**config.mk**
```make
export PLATFORM = sky130hd
export DESIGN_NAME = lnzd_mask_builder
export DESIGN_NICKNAME = d
export VERILOG_FILES = /design/src/rtl/lnzd_pkg.sv /design/src/rtl/lnzd_mask_builder.sv
export SDC_FILE = /design/constraint.sdc
export NUM_CORES = 1
export LEC_CHECK = 0
export ABC_CLOCK_PERIOD_IN_PS = 4710
export CAP_MARGIN = 20
export CORE_AREA = 2 2 42 44
export CTS_BUF_LIST = sky130_fd_sc_hd__clkbuf_8
export CTS_CLUSTER_SIZE = 12
export DETAILED_ROUTE_END_ITERATION = 10
export DIE_AREA = 0 0 44 46
export PLACE_DENSITY = 0.85
export REMOVE_ABC_BUFFERS = 1
export SYNTH_ARGS = -nofsm -noshare
export SYNTH_HDL_FRONTEND = slang
export SYNTH_SLANG_ARGS = --single-unit
```
**constraint.sdc**
```tcl
create_clock -name clk -period 4.71 [get_ports clk]
set_clock_uncertainty 0.05 [all_clocks]
set_input_delay 0.942 -clock clk [delete_from_list [all_inputs] [get_ports clk]]
set_output_delay 0.942 -clock clk [all_outputs]
set_load 0.005 [all_outputs]
```
**src/rtl/lnzd_pkg.sv**
```systemverilog
// lnzd_pkg: shared definitions for the LNZD mask builder.
//   lnzd_state_e : ACCUM/HOLD state encoding of the frame builder.
//   clog2        : constant-evaluable ceiling log2, used to size
//                  position ports from the mask width.
package lnzd_pkg;

  typedef enum logic {
    ACCUM = 1'b0,
    HOLD  = 1'b1
  } lnzd_state_e;

  function automatic int unsigned clog2(input int unsigned value);
    int unsigned result;
    result = 0;
    for (int unsigned i = 0; i < 32; i++) begin
      if ((32'd1 << i) < value) result = i + 1;
    end
    return result;
  endfunction

endpackage

```
**src/rtl/lnzd_mask_builder.sv**
```systemverilog
// lnzd_mask_builder: rebuilds a BIT_WIDTH-bit mask from a stream of bit
// positions (one LNZD result per beat), one frame per in_last.
//
// Ports:
//   clk         : sole clock, rising edge
//   rst_n       : synchronous active-low reset
//   in_valid    : position beat offered
//   in_ready    : position beat accepted (1 in ACCUM, out_ready in HOLD)
//   in_position : bit index to set
//   in_nz       : position meaningful; 0 = beat carries no nonzero bit
//   in_last     : final beat of the frame
//   out_valid   : reconstructed frame available (HOLD state)
//   out_ready   : consumer accepts frame
//   out_mask    : reconstructed mask (accumulating value outside HOLD)
//   out_count   : number of distinct bits set, saturates naturally at BIT_WIDTH
//   out_dup     : frame contained a repeated position
//
// Build option: define LNZD_MASK_DUP_CHECK_EN to enable the sticky
// duplicate-position flag; otherwise out_dup is tied to 0.
module lnzd_mask_builder
  import lnzd_pkg::*;
#(
  parameter  int unsigned BIT_WIDTH = 8,
  localparam int unsigned POS_W     = clog2(BIT_WIDTH)
) (
  input  logic                 clk,
  input  logic                 rst_n,
  input  logic                 in_valid,
  output logic                 in_ready,
  input  logic [POS_W-1:0]     in_position,
  input  logic                 in_nz,
  input  logic                 in_last,
  output logic                 out_valid,
  input  logic                 out_ready,
  output logic [BIT_WIDTH-1:0] out_mask,
  output logic [POS_W:0]       out_count,
  output logic                 out_dup
);

  lnzd_state_e          state_q, state_n;
  logic                 valid_q;
  logic [BIT_WIDTH-1:0] mask_q, mask_n, base_mask, bit_sel;
  logic [POS_W:0]       count_q, count_n, base_count;
  logic                 in_hs, out_hs, bit_was_set;

  assign in_ready = (state_q == ACCUM) ? 1'b1 : out_ready;
  assign in_hs    = in_valid & in_ready;
  assign out_hs   = (state_q == HOLD) & out_ready;

  // A beat accepted in the same cycle as the output handshake starts the
  // next frame, so it is applied on top of the cleared accumulator.
  always_comb begin
    bit_sel              = '0;
    bit_sel[in_position] = 1'b1;
    base_mask            = out_hs ? '0 : mask_q;
    base_count           = out_hs ? '0 : count_q;
    bit_was_set          = |(base_mask & bit_sel);
    mask_n               = base_mask;
    count_n              = base_count;
    state_n              = out_hs ? ACCUM : state_q;
    if (in_hs) begin
      if (in_nz) begin
        mask_n = base_mask | bit_sel;
        if (!bit_was_set) count_n = base_count + (POS_W+1)'(1);
      end
      if (in_last) state_n = HOLD;
    end
  end

`ifdef LNZD_MASK_DUP_CHECK_EN
  logic dup_q, dup_n;

  always_comb begin
    dup_n = out_hs ? 1'b0 : dup_q;
    if (in_hs && in_nz && bit_was_set) dup_n = 1'b1;
  end

  assign out_dup = dup_q;
`else
  assign out_dup = 1'b0;
`endif

  always_ff @(posedge clk) begin
    if (!rst_n) begin
      state_q <= ACCUM;
      valid_q <= 1'b0;
      mask_q  <= '0;
      count_q <= '0;
`ifdef LNZD_MASK_DUP_CHECK_EN
      dup_q   <= 1'b0;
`endif
    end else begin
      state_q <= state_n;
      valid_q <= (state_n == HOLD);
      mask_q  <= mask_n;
      count_q <= count_n;
`ifdef LNZD_MASK_DUP_CHECK_EN
      dup_q   <= dup_n;
`endif
    end
  end

  assign out_valid = valid_q;
  assign out_mask  = mask_q;
  assign out_count = count_q;

endmodule
```
==> results of run 1 <==
## routing by layer
layer	share of wire	routed length, um	GRT usage	vias to the layer above
met5	0	0	0	-
met4	0	0	0.0545	0
met3	0.084	128	0.0476	0
met2	0.44	669	0.265	24
met1	0.48	723	0.211	282
li1	-	-	-	323
## power groups by stage
stage | Combinational (mW) | Clock, mW | Sequential, mW
2_1_floorplan | 0.0128 | 0 | 0.117
6_report | 0.0318 | 0.0973 | 0.115
3_3_place_gp | 0.0310 | 0 | 0.117
4_1_cts | 0.0319 | 0.0998 | 0.115
5_1_grt | 0.0348 | 0.107 | 0.115
3_5_place_dp | 0.0317 | 0 | 0.117
## synthesized netlist by cell type
cell type  number  share of area
ha_1            1          0.019
a211o_1         1          0.013
nand2_1        13          0.073
mux4_1          2          0.078
o21ai_0         4          0.030
o31ai_1         3          0.034
and2_0          1         0.0093
or3_1           2          0.019
or4_1           1          0.011
clkbuf_1        1         0.0056
inv_1           3          0.017
o311ai_0        1          0.013
mux2i_1         1          0.015
a2111o_1        1          0.017
a31oi_1         1         0.0093
nor3_1          1         0.0074
o31a_1          1          0.013
or2b_1          1          0.011
nand2b_1        2          0.019
a21oi_1         5          0.037
mux2_2          1          0.017
conb_1          1         0.0056
buf_4           1          0.011
nand4_1         3          0.028
and2_1          7          0.065
dfxtp_1        13           0.39
nand3_1         2          0.015
mux2_4          1          0.022
## flip-flops by register name, indices dropped and copies added, names as in the netlist
register,count
out_valid,1
out_count,4
out_mask,8
## worst reg2reg max path, cell delays in order (launching register included)
cell and delay, ns:
dfxtp_1 0.34, nand2_1 0.33, and2_1 0.32, ha_1 0.20
nand4_1 0.10, mux2_2 0.35, a31oi_1 0.12
## worst paths after layout
check / depth (start not counted) / slack (ns) / end
min reg2reg: 2 / 0.42 / out_mask[4]
min: 2 / 0.42 / out_mask[4]
max reg2reg: 6 / 2.83 / out_count[2]
max: 3 / 1.56 / in_ready
## metrics by stage
stage | power [mW] | setup slack [ns] | std cells | utilization
final | 0.244 | 1.56 | 116 | 0.588
after global routing | 0.257 | 1.52 | 116 | 0.588
after CTS | 0.247 | 1.57 | 116 | 0.588
after detailed placement | 0.149 | 1.58 | 112 | 0.559
after global placement | 0.148 | 1.59 | 112 | 0.559
after floorplan | 0.130 | 2.34 | 73 | -
## logic make-up (layout without fill, tap and decap cells)
group,count (synthesis),after routing,share of synthesized area
flip-flops,13,13,0.387
adder cells (fa/ha/maj),1,1,0.0186
buffers and inverters,5,29,0.0335
multiplexers,5,5,0.132
AO/OA/AOI/OAI,17,17,0.166
AND/OR/NAND/NOR,33,33,0.257
other,1,1,0.00558
## final cells by class
cell class / instances / area [sq um] / area share
well taps: 17 / 21.3 / 0.0224
inverters: 3 / 11.3 / 0.0119
clock inverters: 1 / 5.00 / 0.00528
multi-input cells: 57 / 389 / 0.410
clock buffers: 3 / 41.3 / 0.0435
repair buffers: 22 / 220 / 0.232
flip-flops and latches: 13 / 260 / 0.274
==> summary.md, run 1 <==
| Metric | Value |
|---|---|
| Clock Power Share | 0.399 |
| Vias | 629 |
| Fill cells | 158 |
| CP peak stage delay | approximately 0.54 ns |
| Htree depth | 1 |
| Crit-path cells | clkdlybuf4s50_1 -> nand2b_1 -> clkdlybuf4s50_1 |
| Psw | around 0.056 mW |
| Tot GR Track Use | 0.165 |
| Die area | between 0.002 and 0.0025 sq mm |
| Site Rows | 15 |
| VDD IR-drop max | 0.146 mV |
| Cts repair resizes | 0 |
| Final antenna-violating net count | 0 |
| RSZ-0062 raised after global routing | no |
| CTS Buf Count | 3 |
| Placed instance area | around 900 sq um |
| CP top delay family | buffers and inverters |
| Synth-to-Final Area Change | 41.2% |
| First-pass GRT wire length | 2.49 mm |
| Die Span Y | 46 um |
| Clock root cell | clkbuf_8 |
| Setup TNS | 0 ns |
| Gr ovfl total | 0 |
| Ant. Diodes | 0 |
| WP data required | 3.72 ns |
| Synth warn | 0 |
| Most common cell after layout, fill and taps aside | clkdlybuf4s50_1 |
| Status | finished clean |
| Die width | between 40 and 50 um |
| Vias in the first global route | around 600 |
| Final setup viols | 0 |
| Worst r2r src | out_valid |
| Worst-path clk slew | about 0.050 ns |
| Slew margin rel. | 0.637 |
| Min cycle time layout | about 3.1 ns |
| Synth Area per Inst | about 9.0 sq um |
| Total Wirelength | about 1.5 mm |
| Cts hold-fix bufs | 0 |
| Starting Density | 0.416 |
| Share of cells above drive strength 1 | 0.0606 |
| Synthesized flop and latch total | 13 |
| Crit path kind | input pin to output pin |
| Drc violations | 0 |
| HP Start | out_mask[4] |
| Static Leak | ~0.36 nW |
| Final slew viol count | 0 |
| Power density over the cells | 257 mW/mm^2 |
| Distinct cell type count after synthesis | 28 |
| Peak Freq | ~0.32 GHz |
| Cell area after layout | about 950 sq um |
| # Max-Cap Violations | 0 |
| Final #Nets | between 100 and 150 |
| Initial antenna violation count | 0 |
| Port bufs | 22 |
| Hold Fails Final Rpt | 0 |
| Most frequent cells in the layout | 22 x clkdlybuf4s50_1, 13 x nand2_1, 13 x dfxtp_1 |
| Cell-internal power | between 0.15 and 0.2 mW |
| DRT iter0 DRCs | 9 |
| DR WL/cell | between 10 and 15 um |
| Final period utilization | 0.668 |
| Placer's final routability congestion estimate | approximately 0.75 |
| CP startpoint | out_ready |
| Logic pwr share | 0.130 |
| Mapped cell area | 672 sq um |
| Worst Setup Start Kind | input pin |
| Latest clock arrival within the worst-skew pair | approximately 0.24 ns |
| Clock buffer depth | 2 |
| Arrival time worst endpoint | approximately 2.2 ns |
| Crit path buf inv count | 2 |
| Cells after Synth | 75 |
| Hpwl dp | between 1 and 1.5 mm |
| HP Class | flip-flop to flip-flop |
| Crit-path slowest cell | clkdlybuf4s50_1 |
| Switching Share | 0.229 |
| I/O Pins | 24 |
| CP Capture Type | output pin |
| Hold_ws | about 0.42 ns |
| Core Area | about 0.0016 sq mm |
| Vias/cell | ~5.4 |
| Router iterations before antenna repair | 4 |
| Clock Sink Count | 13 |
| Sequential power share | 0.471 |
| Seq/Total Area, Yosys | 0.387 |
| Pin count of the biggest net entering global routing | 19 |
| Crit path top cell by count | clkdlybuf4s50_1 |
| CTS tree | built |
| Least-Margin Pin Slew | roughly 0.54 ns |
| Post-CTS Setup Bufs | 0 |
| CP Max Fanout | 5 |
No activity file was read; power rests on OpenSTA's default activity.
==> run 2, diff against run 1 <==
--- a/config.mk
+++ b/config.mk
@@ -5,14 +5,14 @@
 export SDC_FILE = /design/constraint.sdc
 export NUM_CORES = 1
 export LEC_CHECK = 0
-export ABC_CLOCK_PERIOD_IN_PS = 4710
+export ABC_CLOCK_PERIOD_IN_PS = 2600
 export CAP_MARGIN = 20
-export CORE_AREA = 2 2 42 44
+export CORE_AREA = 2 2 44 46
 export CTS_BUF_LIST = sky130_fd_sc_hd__clkbuf_8
 export CTS_CLUSTER_SIZE = 12
 export DETAILED_ROUTE_END_ITERATION = 10
-export DIE_AREA = 0 0 44 46
-export PLACE_DENSITY = 0.85
+export DIE_AREA = 0 0 46 48
+export PLACE_DENSITY = 0.82
 export REMOVE_ABC_BUFFERS = 1
 export SYNTH_ARGS = -nofsm -noshare
 export SYNTH_HDL_FRONTEND = slang
==> constraint.sdc (replaced) <==
create_clock -name clk -period 2.6 [get_ports clk]
set_clock_uncertainty 0.05 [all_clocks]
set_input_delay 0.52 -clock clk [delete_from_list [all_inputs] [get_ports clk]]
set_output_delay 0.52 -clock clk [all_outputs]
set_load 0.005 [all_outputs]
==> run 2 against run 1 <==
Global-route usage is 0.28 points lower. Combinational power is 90% higher. Sequential power is 82% higher. Clock power is 76% higher. First-iteration DRC count is 78% higher. Wire length is 9.7% higher. Non-clock buffer count is 2 higher. Flip-flop and latch count stayed put. Power is 80% higher. Critical path depth is 2 higher. Critical path type is now input pin to flip-flop. Setup slack worse by 1.3 ns. Via count is 4.6% higher.
==> summary.md, run 2 (synthesis results as in run 1) <==
| Metric | Value |
|---|---|
| Clock Sink Count | 13 (unchanged) |
| Placed instance area | 917 sq um (+1.7%) |
| Placer's final routability congestion estimate | 0.836 (+12%) |
| Latest clock arrival within the worst-skew pair | 0.24 ns (about the same) |
| Worst R2R Setup Slack | 0.80 ns (-2.03 ns) |
| Worst r2r src | out_mask[1] |
| Hold Path Sink | out_mask[4] |
| Most frequent cells in the layout | 22 x clkdlybuf4s50_1, 13 x nand2_1, 13 x dfxtp_1 |
| Vias in the first global route | 642 (+8.4%) |
| CTS tree | built |
| Die width | 46 um (+4.5%) |
| Die Span Y | 48 um (+4.3%) |
| Total Wirelength | 1.67 mm (+9.7%) |
| Reg area | 260 sq um (unchanged) |
| Crit path kind | input pin to flip-flop |
| WP data required | 2.72 ns (-1.00 ns) |
| Tot GR Track Use | 0.162 (-0.00276) |
| Port bufs | 22 (unchanged) |
| Initial antenna violation count | 0 (unchanged) |
| HP Class | flip-flop to flip-flop |
| RSZ-0062 raised after global routing | no |
| Vias/cell | 5.58 (+2.8%) |
| Share of cells above drive strength 1 | 0.0693 (+0.00870) |
| Final period utilization | 0.911 |
| I/O Pins | 24 (unchanged) |
| CP Capture Type | flip-flop |
| Vias | 658 (+4.6%) |
| Worst-path clk slew | 0.05 ns (about the same) |
| Largest register FFs | 8 (unchanged) |
| Hold Fails Final Rpt | 0 (unchanged) |
| Arrival time worst endpoint | 2.48 ns (+0.33 ns) |
| Post-Route Utilization | 0.570 (-0.0180) |
| Reg-to-reg endpoint | out_count[2] |
| Most common cell after layout, fill and taps aside | clkdlybuf4s50_1 |
| Setup TNS | 0 ns (unchanged) |
| Final slew viol count | 0 (unchanged) |
| Hpwl dp | 1.22 mm (+8.1%) |
| HP Start | out_mask[4] |
| Site Rows | 15 (unchanged) |
| Power density over the cells | 458 mW/mm^2 (+78%) |
| # Max-Cap Violations | 0 (unchanged) |
| Pin count of the biggest net entering global routing | 12 (-7) |
| Fill cells | 163 (+3.2%) |
| R2R depth | 4 (-2) |
| Final antenna-violating net count | 0 (unchanged) |
| Cts hold-fix bufs | 0 (unchanged) |
| Synth-to-Final Area Change | 43.2% |
| CP Max Fanout | 8 (+3) |
| Drc violations | 0 (unchanged) |
| Status | finished clean |
| Post-CTS Setup Bufs | 0 (unchanged) |
| VDD IR-drop max | 0.230 mV (+57%) |
| Cts repair resizes | 0 (unchanged) |
| Clock buffer depth | 2 (unchanged) |
| Gr ovfl total | 0 (unchanged) |
| Clock root cell | clkbuf_8 |
| Cell area after layout | 962 sq um (+1.5%) |
| Cells on Worst Hold Path | 2 (unchanged) |
| Footprint of the multi-input gates | 389 sq um (unchanged) |
| Starting Density | 0.398 (-0.0185) |
| Core Area | 0.00169 sq mm (+4.7%) |
| Router iterations before antenna repair | 4 (unchanged) |
| Final #Nets | 112 (+1.8%) |
| Htree depth | 1 (unchanged) |
| Static Leak | 0.370 nW (+2.9%) |
| DR WL/cell | 14.1 um (+7.8%) |
| Worst Setup Start Kind | input pin |
| Min cycle time layout | between 2 and 2.5 ns |
| CTS Buf Count | 3 (unchanged) |
| Ant. Diodes | 0 (unchanged) |
| Final setup viols | 0 (unchanged) |
| First-pass GRT wire length | 2.51 mm (+0.84%) |
| Die area | 0.00221 sq mm (+9.1%) |
| Peak Freq | 0.422 GHz |
| DRT iter0 DRCs | 16 (+7) |
run 2: changes by cell type in the layout (fill, tap and decap cells not counted):
cell,before,now
inv_1,3,4
buf_4,0,2
clkinv_2,1,0
run 2: how the worst max path moves through the flow:
stage                         from      endpoint  slack (ns)  cells past startpoint
floorplan           in_position[0]  out_count[2]        0.66                      4
global placement    in_position[0]  out_count[2]        0.07                      5
finish              in_position[0]  out_count[2]        0.23                      5
detailed placement  in_position[0]  out_count[2]        0.02                      5
CTS                 in_position[0]  out_count[2]        0.25                      5
global route        in_position[0]  out_count[2]        0.17                      5
run 2: metal layers:
layer | up-vias | share of wire | GRT usage
met3 | 0 | 0.075 | 0.0377
met4 | 0 | 0 | 0.0686
met1 | 301 | 0.44 | 0.176
met2 | 33 | 0.48 | 0.300
met5 | - | 0 | 0
li1 | 324 | - | -
run 2: cell type report:
cell class,instances,share of cell area
clock inverters,1,0.00390
flip-flops and latches,13,0.270
inverters,3,0.0117
clock buffers,3,0.0429
repair buffers,24,0.244
multi-input cells,57,0.404
well taps,17,0.0221
run 2: metrics by stage:
step	hold WS (ns)	std cells	power, mW	setup slack, ns
after floorplan	0.411	73	0.236	0.656
after global placement	0.422	114	0.271	0.0722
after detailed placement	0.435	114	0.272	0.0171
after CTS	0.443	118	0.449	0.254
after global routing	0.468	118	0.461	0.174
final	0.438	118	0.440	0.231
run 2: report_power, final:
part           internal, mW  switching, mW
Clock                 0.104         0.0673
Combinational        0.0328         0.0275
Sequential            0.205        0.00414
run 2: worst max-delay path: stages:
cell             delay (ns)
clkdlybuf4s50_1        0.54
mux4_1                 0.57
mux2_4                 0.33
or3_1                  0.36
a31oi_1                0.16
==> run 3, diff against run 2 <==
==> constraint.sdc (replaced) <==
create_clock -name clk -period 2.6 [get_ports clk]
set_clock_uncertainty 0.05 [all_clocks]
set_input_delay 0.52 -clock clk [delete_from_list [all_inputs] [get_ports clk]]
set_output_delay 0.52 -clock clk [all_outputs]
set_load 0.1 [all_outputs]
==> run 3 against run 2 <==
Combinational power grew 77%. Hold slack got worse by 0.019 ns. Sequential share of layout area up 0.43 points. Wire length decreased by 5.3%.
==> summary.md, run 3 (synthesis results as in run 1) <==
| Metric | Value |
|---|---|
| Post-Route Utilization | 0.561 (-0.00889) |
| CTS tree | built |
| Worst-path clk slew | 0.06 ns (about the same) |
| Min cycle time layout | 2.39 ns (+0.0238 ns) |
| Share of cells above drive strength 1 | 0.216 (+0.146) |
| HP Class | flip-flop to flip-flop |
| Die width | 46 um (unchanged) |
| Core Area | 0.00169 sq mm (unchanged) |
| Non-Filler Instances | 119 (+0.85%) |
| CP Max Fanout | 8 (unchanged) |
| Total placed cells including tap cells | 115 (+0.88%) |
| RSZ-0062 raised after global routing | no |
| Placer's final routability congestion estimate | 0.845 (+1.1%) |
| Ant. Diodes | 0 (unchanged) |
| Gr ovfl total | 0 (unchanged) |
| I/O Pins | 24 (unchanged) |
| Largest register FFs | 8 (unchanged) |
| Htree depth | 1 (unchanged) |
| Power density over the cells | 517 mW/mm^2 (+13%) |
| Psw | 0.148 mW (+50%) |
| Final antenna-violating net count | 0 (unchanged) |
| Cells on Worst Hold Path | 2 (unchanged) |
| Peak Freq | 0.418 GHz (-1.0%) |
| Port bufs | 22 (unchanged) |
| HP Start | out_mask[0] |
| Vias in the first global route | 606 (-5.6%) |
| First-pass GRT wire length | 2.44 mm (-2.7%) |
| Sequential power share | 0.426 (-0.048) |
| Clock Sink Count | 13 (unchanged) |
| Most common cell after layout, fill and taps aside | buf_4 |
| Die area | 0.00221 sq mm (unchanged) |
| Final slew viol count | 0 (unchanged) |
| Final #Nets | 113 (+0.89%) |
| DRT iter0 DRCs | 26 (+10) |
| Overall Power | 0.489 mW (+11%) |
| Drc violations | 0 (unchanged) |
| Vias/cell | 5.48 (-1.7%) |
| Cell-internal power | 0.341 mW (about the same) |
| Synth-to-Final Area Change | 41.0% |
| Clock buffer depth | 2 (unchanged) |
| Post-CTS Setup Bufs | 0 (unchanged) |
| Final setup viols | 0 (unchanged) |
| Router iterations before antenna repair | 4 (unchanged) |
| Die Span Y | 48 um (unchanged) |
| Switching Share | 0.302 (+0.0776) |
| Hold Path Sink | out_mask[0] |
| # Max-Cap Violations | 0 (unchanged) |
| Tot GR Track Use | 0.155 (-0.00755) |
| Pin count of the biggest net entering global routing | 12 (unchanged) |
| CTS Buf Count | 3 (unchanged) |
| Static Leak | 0.406 nW (+9.7%) |
| Setup TNS | 0 ns (unchanged) |
| Starting Density | 0.398 (unchanged) |
| Reg area | 260 sq um (unchanged) |
| Worst r2r src | out_mask[1] |
| Initial antenna violation count | 0 (unchanged) |
| Worst Setup Start Kind | input pin |
| Most frequent cells in the layout | 16 x buf_4, 13 x nand2_1, 13 x dfxtp_1 |
| Reg-to-reg endpoint | out_count[2] |
| Hpwl dp | 1.22 mm (+0.61%) |
| Clock root cell | clkbuf_8 |
| DR WL/cell | 13.3 um (-6.1%) |
| Final period utilization | 0.920 (+0.00917) |
| Crit path kind | input pin to flip-flop |
| Worst R2R Setup Slack | 0.77 ns (-0.03 ns) |
| Cts hold-fix bufs | 0 (unchanged) |
| Fill cells | 166 (+1.8%) |
| Clock Power Share | 0.356 (-0.033) |
| Status | finished clean |
| Latest clock arrival within the worst-skew pair | 0.24 ns (about the same) |
| VDD IR-drop max | 0.303 mV (+32%) |
| Total Wirelength | 1.58 mm (-5.3%) |
| Logic pwr share | 0.218 (+0.081) |
| Vias | 652 (-0.91%) |
| WP data required | 2.71 ns (about the same) |
| Arrival time worst endpoint | 2.50 ns (+0.02 ns) |
| Footprint of the multi-input gates | 389 sq um (unchanged) |
| CP Capture Type | flip-flop |
| Cts repair resizes | 0 (unchanged) |
| R2R depth | 4 (unchanged) |
| Hold Fails Final Rpt | 0 (unchanged) |
| Site Rows | 15 (unchanged) |
==> run 3: cell count changes in the layout (fill, tap and decap cells not counted), sizes merged <==
cell           delta
buf              +15
clkdlybuf4s50    -14
==> run 3: routing by layer <==
| metal | wire length [um] | up-vias | part of all wire | GRT usage |
|---|---|---|---|---|
| met1 | 708 | 300 | 0.45 | 0.170 |
| met5 | 0 | - | 0 | 0 |
| met4 | 0 | 0 | 0 | 0.0686 |
| met3 | 116 | 0 | 0.073 | 0.0264 |
| li1 | - | 326 | - | - |
| met2 | 754 | 26 | 0.48 | 0.289 |
==> run 3: worst max path at each step <==
stage / to / start / slack [ns] / cells after the start
floorplan: out_count[0] / out_valid / -0.35 / 4
finish: out_count[2] / in_position[0] / 0.21 / 5
detailed placement: out_count[2] / in_position[0] / -0.03 / 5
global placement: out_count[2] / in_position[0] / 0.07 / 5
CTS: out_count[2] / in_position[0] / 0.20 / 5
global route: out_count[2] / in_position[0] / 0.14 / 5
==> run 3: through the flow <==
step                setup slack, ns  hold slack [ns]  cell area (sq um)
floorplan                    -0.346            0.592                661
global placement             0.0740            0.423                902
detailed placement          -0.0339            0.418                902
CTS                           0.196            0.426                947
global route                  0.136            0.449                947
finish                        0.207            0.419                947
==> run 3: power by group through the flow <==
stage | registers (mW) | clock network, mW | logic [mW]
6_report | 0.209 | 0.174 | 0.107
5_1_grt | 0.209 | 0.188 | 0.111
4_1_cts | 0.209 | 0.181 | 0.107
3_5_place_dp | 0.213 | 0 | 0.106
3_3_place_gp | 0.213 | 0 | 0.105
2_1_floorplan | 0.249 | 0 | 0.0331
==> run 3: layout make-up <==
cell class	instances	share of cell area
clock inverter	1	0.00396
clock buffer	3	0.0436
tap	17	0.0225
timing repair buffer	25	0.232
sequential	13	0.275
multi-input combinational	57	0.411
inverter	3	0.0119
==> run 3: worst max-delay path: stages <==
cell,delay [ns]
clkdlybuf4s50_1,0.53
mux4_1,0.57
mux2_4,0.33
or3_1,0.35
a31oi_1,0.19
